$ cat src/rtl/frame_scheduler.sv
// Frame sequencer feeding the word repeater: P preamble words, L upstream payload words, G idle cycles.
// Registered single-stage AXI-style output; s_tready is the only combinational output.
//
// state    | meaning
// ---------+-----------------------------------------------------------
// IDLE     | waiting for enable && s_tvalid; shadows latch on exit
// PREAMBLE | loading the shadow preamble word, pre-count times
// PAYLOAD  | passing upstream words; last one carries m_tlast
// GAP      | drain the last word, then hold m_tvalid low for G cycles
module frame_scheduler #(
    parameter int          PRE_W        = 4,
    parameter int          LEN_W        = 12,
    parameter int          GAP_W        = 8,
    parameter logic [31:0] DEF_PREAMBLE = 32'hCCCC_CCCC,
    parameter int          DEF_PRE      = 2,
    parameter int          DEF_LEN      = 64,
    parameter int          DEF_GAP      = 16
) (
    input  logic        clk,
    input  logic        reset,
    input  logic        enable,
    input  logic        cfg_wr,
    input  logic [1:0]  cfg_addr,
    input  logic [31:0] cfg_wdata,
    input  logic [31:0] s_tdata,
    input  logic        s_tvalid,
    output logic        s_tready,
    output logic [31:0] m_tdata,
    output logic        m_tvalid,
    input  logic        m_tready,
    output logic        m_tlast,
    output logic        busy,
    output logic [15:0] frame_cnt
);

    localparam int CNT_W = (LEN_W > PRE_W) ? ((LEN_W > GAP_W) ? LEN_W : GAP_W)
                                           : ((PRE_W > GAP_W) ? PRE_W : GAP_W);
    localparam logic [CNT_W-1:0] CNT_ONE = CNT_W'(1);

    typedef enum logic [1:0] {IDLE, PREAMBLE, PAYLOAD, GAP} state_t;

    state_t             state_q, state_d;
    logic [CNT_W-1:0]   cnt_q, cnt_d;
    logic [31:0]        cfg_word_q, cfg_word_d;
    logic [PRE_W-1:0]   cfg_pre_q, cfg_pre_d;
    logic [LEN_W-1:0]   cfg_len_q, cfg_len_d;
    logic [GAP_W-1:0]   cfg_gap_q, cfg_gap_d;
    logic [31:0]        sh_word_q, sh_word_d;
    logic [CNT_W-1:0]   sh_len_m1_q, sh_len_m1_d;
    logic [GAP_W-1:0]   sh_gap_q, sh_gap_d;
    logic [31:0]        m_tdata_q, m_tdata_d;
    logic               m_tvalid_q, m_tvalid_d;
    logic               m_tlast_q, m_tlast_d;
    logic               busy_q, busy_d;
    logic [15:0]        frame_cnt_q, frame_cnt_d;
    logic               ld_ok;
    logic [CNT_W-1:0]   cfg_len_m1;

    assign ld_ok     = !m_tvalid_q || m_tready;
    assign s_tready  = (state_q == PAYLOAD) && ld_ok;
    assign m_tdata   = m_tdata_q;
    assign m_tvalid  = m_tvalid_q;
    assign m_tlast   = m_tlast_q;
    assign busy      = busy_q;
    assign frame_cnt = frame_cnt_q;

    // A programmed length of 0 behaves as a single-word payload.
    assign cfg_len_m1 = (cfg_len_q == '0) ? '0 : CNT_W'(cfg_len_q) - CNT_ONE;

    always_comb begin
        state_d     = state_q;
        cnt_d       = cnt_q;
        cfg_word_d  = cfg_word_q;
        cfg_pre_d   = cfg_pre_q;
        cfg_len_d   = cfg_len_q;
        cfg_gap_d   = cfg_gap_q;
        sh_word_d   = sh_word_q;
        sh_len_m1_d = sh_len_m1_q;
        sh_gap_d    = sh_gap_q;
        m_tdata_d   = m_tdata_q;
        m_tvalid_d  = m_tvalid_q;
        m_tlast_d   = m_tlast_q;
        frame_cnt_d = frame_cnt_q;

        if (m_tvalid_q && m_tready) begin
            m_tvalid_d = 1'b0;
            if (m_tlast_q) frame_cnt_d = frame_cnt_q + 16'd1;
        end

        if (cfg_wr) begin
            case (cfg_addr)
                2'd0:    cfg_word_d = cfg_wdata;
                2'd1:    cfg_pre_d  = cfg_wdata[PRE_W-1:0];
                2'd2:    cfg_len_d  = cfg_wdata[LEN_W-1:0];
                default: cfg_gap_d  = cfg_wdata[GAP_W-1:0];
            endcase
        end

        case (state_q)
            IDLE: begin
                if (enable && s_tvalid) begin
                    // Shadows take the pre-write register values if cfg_wr coincides.
                    sh_word_d   = cfg_word_q;
                    sh_len_m1_d = cfg_len_m1;
                    sh_gap_d    = cfg_gap_q;
                    if (cfg_pre_q != '0) begin
                        state_d = PREAMBLE;
                        cnt_d   = CNT_W'(cfg_pre_q) - CNT_ONE;
                    end else begin
                        state_d = PAYLOAD;
                        cnt_d   = cfg_len_m1;
                    end
                end
            end
            PREAMBLE: begin
                if (ld_ok) begin
                    m_tdata_d  = sh_word_q;
                    m_tlast_d  = 1'b0;
                    m_tvalid_d = 1'b1;
                    if (cnt_q == '0) begin
                        state_d = PAYLOAD;
                        cnt_d   = sh_len_m1_q;
                    end else begin
                        cnt_d = cnt_q - CNT_ONE;
                    end
                end
            end
            PAYLOAD: begin
                if (s_tvalid && ld_ok) begin
                    m_tdata_d  = s_tdata;
                    m_tlast_d  = (cnt_q == '0);
                    m_tvalid_d = 1'b1;
                    if (cnt_q == '0) begin
                        if (sh_gap_q != '0) begin
                            state_d = GAP;
                            cnt_d   = CNT_W'(sh_gap_q) - CNT_ONE;
                        end else begin
                            state_d = IDLE;
                        end
                    end else begin
                        cnt_d = cnt_q - CNT_ONE;
                    end
                end
            end
            GAP: begin
                // Gap cycles only count once the final word has left the output stage.
                if (!m_tvalid_q) begin
                    if (cnt_q == '0) state_d = IDLE;
                    else             cnt_d   = cnt_q - CNT_ONE;
                end
            end
            default: state_d = IDLE;
        endcase

        busy_d = (state_d != IDLE) || m_tvalid_d;
    end

    always_ff @(posedge clk or posedge reset) begin
        if (reset) begin
            state_q     <= IDLE;
            cnt_q       <= '0;
            cfg_word_q  <= DEF_PREAMBLE;
            cfg_pre_q   <= PRE_W'(DEF_PRE);
            cfg_len_q   <= LEN_W'(DEF_LEN);
            cfg_gap_q   <= GAP_W'(DEF_GAP);
            sh_word_q   <= DEF_PREAMBLE;
            sh_len_m1_q <= '0;
            sh_gap_q    <= '0;
            m_tdata_q   <= '0;
            m_tvalid_q  <= 1'b0;
            m_tlast_q   <= 1'b0;
            busy_q      <= 1'b0;
            frame_cnt_q <= '0;
        end else begin
            state_q     <= state_d;
            cnt_q       <= cnt_d;
            cfg_word_q  <= cfg_word_d;
            cfg_pre_q   <= cfg_pre_d;
            cfg_len_q   <= cfg_len_d;
            cfg_gap_q   <= cfg_gap_d;
            sh_word_q   <= sh_word_d;
            sh_len_m1_q <= sh_len_m1_d;
            sh_gap_q    <= sh_gap_d;
            m_tdata_q   <= m_tdata_d;
            m_tvalid_q  <= m_tvalid_d;
            m_tlast_q   <= m_tlast_d;
            busy_q      <= busy_d;
            frame_cnt_q <= frame_cnt_d;
        end
    end

endmodule
$ cat config.mk
export PLATFORM = sky130hd
export DESIGN_NAME = frame_scheduler
export DESIGN_NICKNAME = d
export VERILOG_FILES = /design/src/rtl/frame_scheduler.sv
export SDC_FILE = /design/constraint.sdc
export NUM_CORES = 1
export LEC_CHECK = 0
export CORE_MARGIN = 2
export CORE_UTILIZATION = 45
export CTS_CLUSTER_SIZE = 10
export DETAILED_ROUTE_END_ITERATION = 8
export GPL_TIMING_DRIVEN = 0
export PLACE_DENSITY = 0.71
export SLEW_MARGIN = 20
export SYNTH_ARGS = -nofsm -noshare
export SYNTH_HDL_FRONTEND = slang
export SYNTH_SLANG_ARGS = --single-unit
$ cat constraint.sdc
create_clock -name clk -period 5.9 [get_ports clk]
set_input_delay 1.18 -clock clk [delete_from_list [all_inputs] [get_ports clk]]
set_output_delay 1.18 -clock clk [all_outputs]
set_load 0.1 [all_outputs]
==> flow_summary.toml, run 1 <==
[outcome]
status = "complete, no violations"

[drt]
post-route-drc-count = 0
vias_per_cell = 5.43
dr.first_iter.drc_count = 380
highest-signal-layer = "met4"
vias = 5938
drtAntennaViolNets = 0
met3_length_um = 1290
wl_per_cell_um = 17.7
wl_met2_um = 9120
wl_met1_um = 8770
wl_um = 19300
drt-pass1-iter-count = 5

[worst_setup_path]
rr_startpoint = "state_q[0]"
crit_path_start_kind = "register"
rr_worst_depth = 7
path_class = "register to primary output"
reg2reg_to = "m_tdata[7]"
arrival_ns = 3.05
r2r_slack_ns = 3.09
path_max_fanout = 8
crit_required_ns = 4.72
worst_setup_path_end_kind = "primary output"

[cells_and_area]
diodes = 0
nFillCells = 1498
final_common_cell = "dfrtp_1"
area_delta_synth_final_pct = 26.9
drive_gt1_share_pct = 20.8
fin_nets = 936
fin_cells = 1094
post-route-util_pct = 57.9
final_cell_mix = "138 x dfrtp_1, 123 x clkdlybuf4s50_1, 97 x mux2_2"

[logic_synthesis]
synth_flop_cell = "dfrtp_1"
syn_avg_cell_area_um2 = 11.5
synth_top_area_share_pct = 42.4
synth_edf_count = 0
synth-seq-area-share_pct = 53.7
async_flop_share_pct = 100
synthCells = 709
netlist-cell-type-count = 62
synth_fp_nets = 793
yosys.area.top_type = "dfrtp_1"
yosysWarnings = 0
synth_area_um2 = 8140
synth_seq_cells = 173
synthTopCellsByArea = "dfrtp_1 42%, mux2_2 13%, dfstp_2 11%"

[global_routing]
grt_antenna_before_repair = 0
grt_pass1_wl_um = 31500
grt_max_degree = 106
grt_pass1_vias = 5859
grt_overflow = 0
grt_usage_pct = 20.6

[timing]
finalClockSkew_ns = 0.0106
setup_viol = 0
rsz0062_at_grt = "false"
slew_headroom_pct = 31.9
period_minus_slack_ns = 4.23
fmax_mhz = 236
holdWs_ns = 0.476
worst_slew_pin_slew_ns = 1.02
report.final.slew_viol_count = 0
hold_viol_final = 0
finalSetupTns_ns = 0
finalCritPeriodShare_pct = 71.7

[cts]
cts.hold.buffers_added = 0
cts_buffers = 17
insertion_delay_ns = 0.43
path_clk_slew_ns = 0.07
htreeDepth = 4
cts_buffer_depth = 2
cts.root.buffer_cell = "clkbuf_16"
post_cts_resized = 0
cts_sinks = 173
cts_setup_buffers = 0
cts_tree = "built"

[floorplanning]
core-area_um2 = 17800
chipHeight_um = 139
die_w_um = 139
start_util_pct = 45.6
row_count = 49
ios = 124
die_area_um2 = 19200

[power_and_ir_drop]
p_total_mw = 5.89
power_leakage_nw = 4.22
pwr_density_cell_nw_per_um2 = 569
ir_drop_mv = 0.472

[run]
drv_cap = 0

[placement]
placed_cells = 1062
place_congestion = 0.859
place_hpwl_um = 13900
numPortBuffers = 123

[worst_hold_path]
holdCritStartpoint = "sh_len_m1_q[10]"
whs_endpoint = "sh_len_m1_q[10]"
hold_depth = 2
holdCritPathClass = "register to register"
[area by class of cell]
| cell class | instances | area, um^2 | share of cell area, % |
|---|---|---|---|
| plain buffers | 32 | 130 | 1.26 |
| clock buffers | 18 | 429 | 4.15 |
| multi-input cells | 485 | 3570 | 34.5 |
| flip-flops and latches | 173 | 4370 | 42.3 |
| clock inverters | 14 | 211 | 2.05 |
| well taps | 229 | 287 | 2.77 |
| repair buffers | 124 | 1260 | 12.2 |
| inverters | 19 | 78.8 | 0.763 |
[power breakdown]
| part | switching [mW] | total [mW] | internal (mW) |
|---|---|---|---|
| sequential | 0.307 | 1.97 | 1.67 |
| combinational | 1.79 | 2.69 | 0.897 |
| clock | 0.499 | 1.22 | 0.720 |
[how the worst max path moves through the flow]
stage                     from          to  slack (ns)  depth (start not counted)
CTS                 state_q[0]    s_tready        1.68                          6
global placement         reset  m_tdata[5]       -2.34                          2
floorplan                reset        busy        0.09                          1
detailed placement    m_tready    s_tready        1.70                          4
global route        state_q[0]    s_tready        1.50                          6
finish              state_q[0]    s_tready        1.67                          6
[registers in the layout, summed over array words and instances, names as in the netlist, 2 cells and up]
| register | cells |
|---|---|
| m_tdata | 32 |
| sh_gap_q | 8 |
| cfg_word_q | 32 |
| sh_len_m1_q | 12 |
| cnt_q | 12 |
| cfg_gap_q | 8 |
| frame_cnt | 16 |
| cfg_len_q | 12 |
| cfg_pre_q | 4 |
| state_q | 2 |
| sh_word_q | 32 |
[logic make-up after synthesis]
kind of cell / Yosys count / share of synthesized area, %
and+or+nand+nor: 177 / 10.7
DFF: 173 / 53.7
AOI/OAI and AO/OA: 134 / 10.4
muxes: 130 / 17.5
buffers and inverters: 51 / 2.47
xor gates and xnor gates: 32 / 3.44
adders and majority gates: 12 / 1.84
[Yosys cell counts (all sizes together) (3+ instances only)]
cell type	instances
a211oi	3
a21oi	20
a22o	4
a22oi	5
a311oi	3
a31oi	5
and3	4
buf	5
clkbuf	27
dfrtp	138
dfstp	35
ha	12
inv	19
mux2	97
mux2i	33
nand2	79
nand2b	6
nand3	13
nand4	3
nor2	34
nor3	8
nor3b	3
nor4	9
o211ai	3
o21a	4
o21ai	57
o22ai	3
o31ai	11
or3	3
or4	6
xnor2	21
xor2	11
[worst max-delay path, cell delays in order, from the launching register on]
cell and delay (ns):
dfrtp_1 0.41, inv_1 0.14, ha_1 0.16, clkbuf_1 0.31, inv_1 0.27, nor2_1 0.18
clkdlybuf4s50_1 1.14
[per-layer routing]
| layer | track usage (%) | vias to the layer above |
|---|---|---|
| li1 | - | 2821 |
| met3 | 6.28 | 14 |
| met2 | 32.3 | 185 |
| met4 | 4.78 | 0 |
| met1 | 28.4 | 2918 |
| met5 | 0 | - |
[metrics by stage]
stage	area (um^2)	setup slack, ns
2_1_floorplan	8140	0.0894
3_3_place_gp	9660	-2.34
3_5_place_dp	9700	1.70
4_1_cts	10300	1.68
5_1_grt	10300	1.50
6_report	10300	1.67
Power figures use the tool's default switching activity.
==> run 2: changes to the inputs <==
Settings changed: PLACE_DENSITY 0.71 to 0.68.
Clock period 5.9 ns to 4.2 ns, I/O delays scaled along.
==> run 2 against run 1 <==
Against the previous run: via count increased by 3.5%; largest power group unchanged; cell area about the same; flip-flop and latch count unchanged; utilization about the same; clock power increased by 24%; first-iteration DRC count increased by 3.4%; non-clock buffer count increased by 4; clock-buffer cell count increased by 4; largest cell class unchanged; worst setup slack got worse by 1.4 ns; sequential power increased by 41%; final cell count increased by 0.37%; critical endpoint unchanged.
==> flow_summary.toml, run 2 (synthesis gave the netlist of run 1 again) <==
[worst_setup_path]
path_class = "register to primary output"
worst_setup_path_end_kind = "primary output"
path_max_fanout = 8
crit_start = "state_q[0]"
arrival_ns = 3.12
crit_family = "buffers and inverters"
path_cells = "inv_1 > ha_1 > clkbuf_1 > inv_1 > nor2_1 > clkdlybuf4s50_1"
cp_common_cell = "inv_1"
worst_path_max_delay_cell = "clkdlybuf4s50_1"
r2r_slack_ns = 1.32
rr_startpoint = "state_q[0]"
rr_worst_depth = 7
crit_buf_inv = 4
path_depth = 6
crit_path_start_kind = "register"
crit_required_ns = 3.36
timing.critical_path.slowest_cell_delay_ns = 1.17

[placement]
numPortBuffers = 123
placed_area_um2 = 9770
placed_cells = 1066
place_congestion = 0.903
place_hpwl_um = 14800

[global_routing]
grt_pass1_wl_um = 33000
grt_usage_pct = 21.2
grt_pass1_vias = 6416
grt_overflow = 0
grt_max_degree = 36
grt_antenna_before_repair = 0

[drt]
vias_per_cell = 5.59
wl_um = 19800
drtAntennaViolNets = 0
vias = 6143
drt-pass1-iter-count = 7
wl_per_cell_um = 18.0
dr.first_iter.drc_count = 393
post-route-drc-count = 0

[cells_and_area]
drive_gt1_share_pct = 20.9
final_common_cell = "dfrtp_1"
final_cell_mix = "138 x dfrtp_1, 123 x clkdlybuf4s50_1, 97 x mux2_2"
fin_cells = 1098
fin_nets = 940
fin_area_um2 = 10300
diodes = 0
area_delta_synth_final_pct = 26.9

[cts]
path_clk_slew_ns = 0.07
cts_tree = "built"
cts.root.buffer_cell = "clkbuf_16"
cts_sinks = 173
post_cts_resized = 0
cts.hold.buffers_added = 0
insertion_delay_ns = 0.42
cts_buffers = 17
cts_setup_buffers = 0
htreeDepth = 4
cts_buffer_depth = 2

[power_and_ir_drop]
pwr_density_cell_nw_per_um2 = 784
p_total_mw = 8.10
power_leakage_nw = 4.21
ir_drop_mv = 0.600

[floorplanning]
core-area_um2 = 17800
ios = 124
chipHeight_um = 139
die_w_um = 139
die_area_um2 = 19200
start_util_pct = 45.6
row_count = 49

[timing]
rsz0062_at_grt = "false"
worst_slew_pin_slew_ns = 1.04
finalClockSkew_ns = 0.00941
finalCritPeriodShare_pct = 94.3
period_minus_slack_ns = 3.96
fmax_mhz = 252
slew_headroom_pct = 30.3
hold_viol_final = 0
holdWs_ns = 0.468
setup_viol = 0
finalSetupTns_ns = 0
report.final.slew_viol_count = 0

[worst_hold_path]
holdCritStartpoint = "frame_cnt[15]"
holdCritPathClass = "register to register"
hold_depth = 1

[outcome]
status = "complete, no violations"

[run]
drv_cap = 0
run 2: cell count changes in the layout (fill, tap and decap cells not counted), sizes merged:
cell	previous run	this run
clkbuf	45	49
inv	23	22
clkinvlp	2	3
bufinv	4	1
clkinv	4	3
buf	6	10
run 2: metal layers:
layer	vias to the layer above	track usage, %	routed length, um
li1	2831	-	-
met1	3073	27.4	8650
met2	199	34.8	9500
met3	40	4.83	1050
met4	0	8.49	559
met5	-	0	0
run 2: worst paths after layout:
path | endpoint
setup / recovery | s_tready
hold / removal | frame_cnt[15]
setup reg to reg | m_tdata[7]
hold reg to reg | frame_cnt[15]
max in group asynchronous | cfg_word_q[19]
min in group asynchronous | m_tdata[0]
run 2: area by class of cell:
| type | count | area, um^2 |
|---|---|---|
| Multi-Input combinational cell | 485 | 3570 |
| Inverter | 19 | 75.1 |
| Clock buffer | 22 | 464 |
| Tap cell | 229 | 287 |
| Buffer | 32 | 130 |
| Fill cell | 1457 | 7510 |
| Sequential cell | 173 | 4370 |
| Timing Repair Buffer | 128 | 1330 |
| Clock inverter | 10 | 105 |
run 2: power breakdown:
| group | total, mW | switching [mW] | internal, mW |
|---|---|---|---|
| clock network | 1.51 | 0.654 | 0.859 |
| logic | 3.82 | 2.55 | 1.27 |
| registers | 2.77 | 0.431 | 2.34 |
| total | 8.10 | 3.64 | 4.47 |
run 2: through the flow:
stage / setup slack, ns / utilization, %
final: 0.238 / 57.9
after global routing: 0.147 / 57.9
after CTS: 0.270 / 57.9
after detailed placement: 0.559 / 54.7
after global placement: -0.124 / 54.2
after floorplan: 1.05 / -
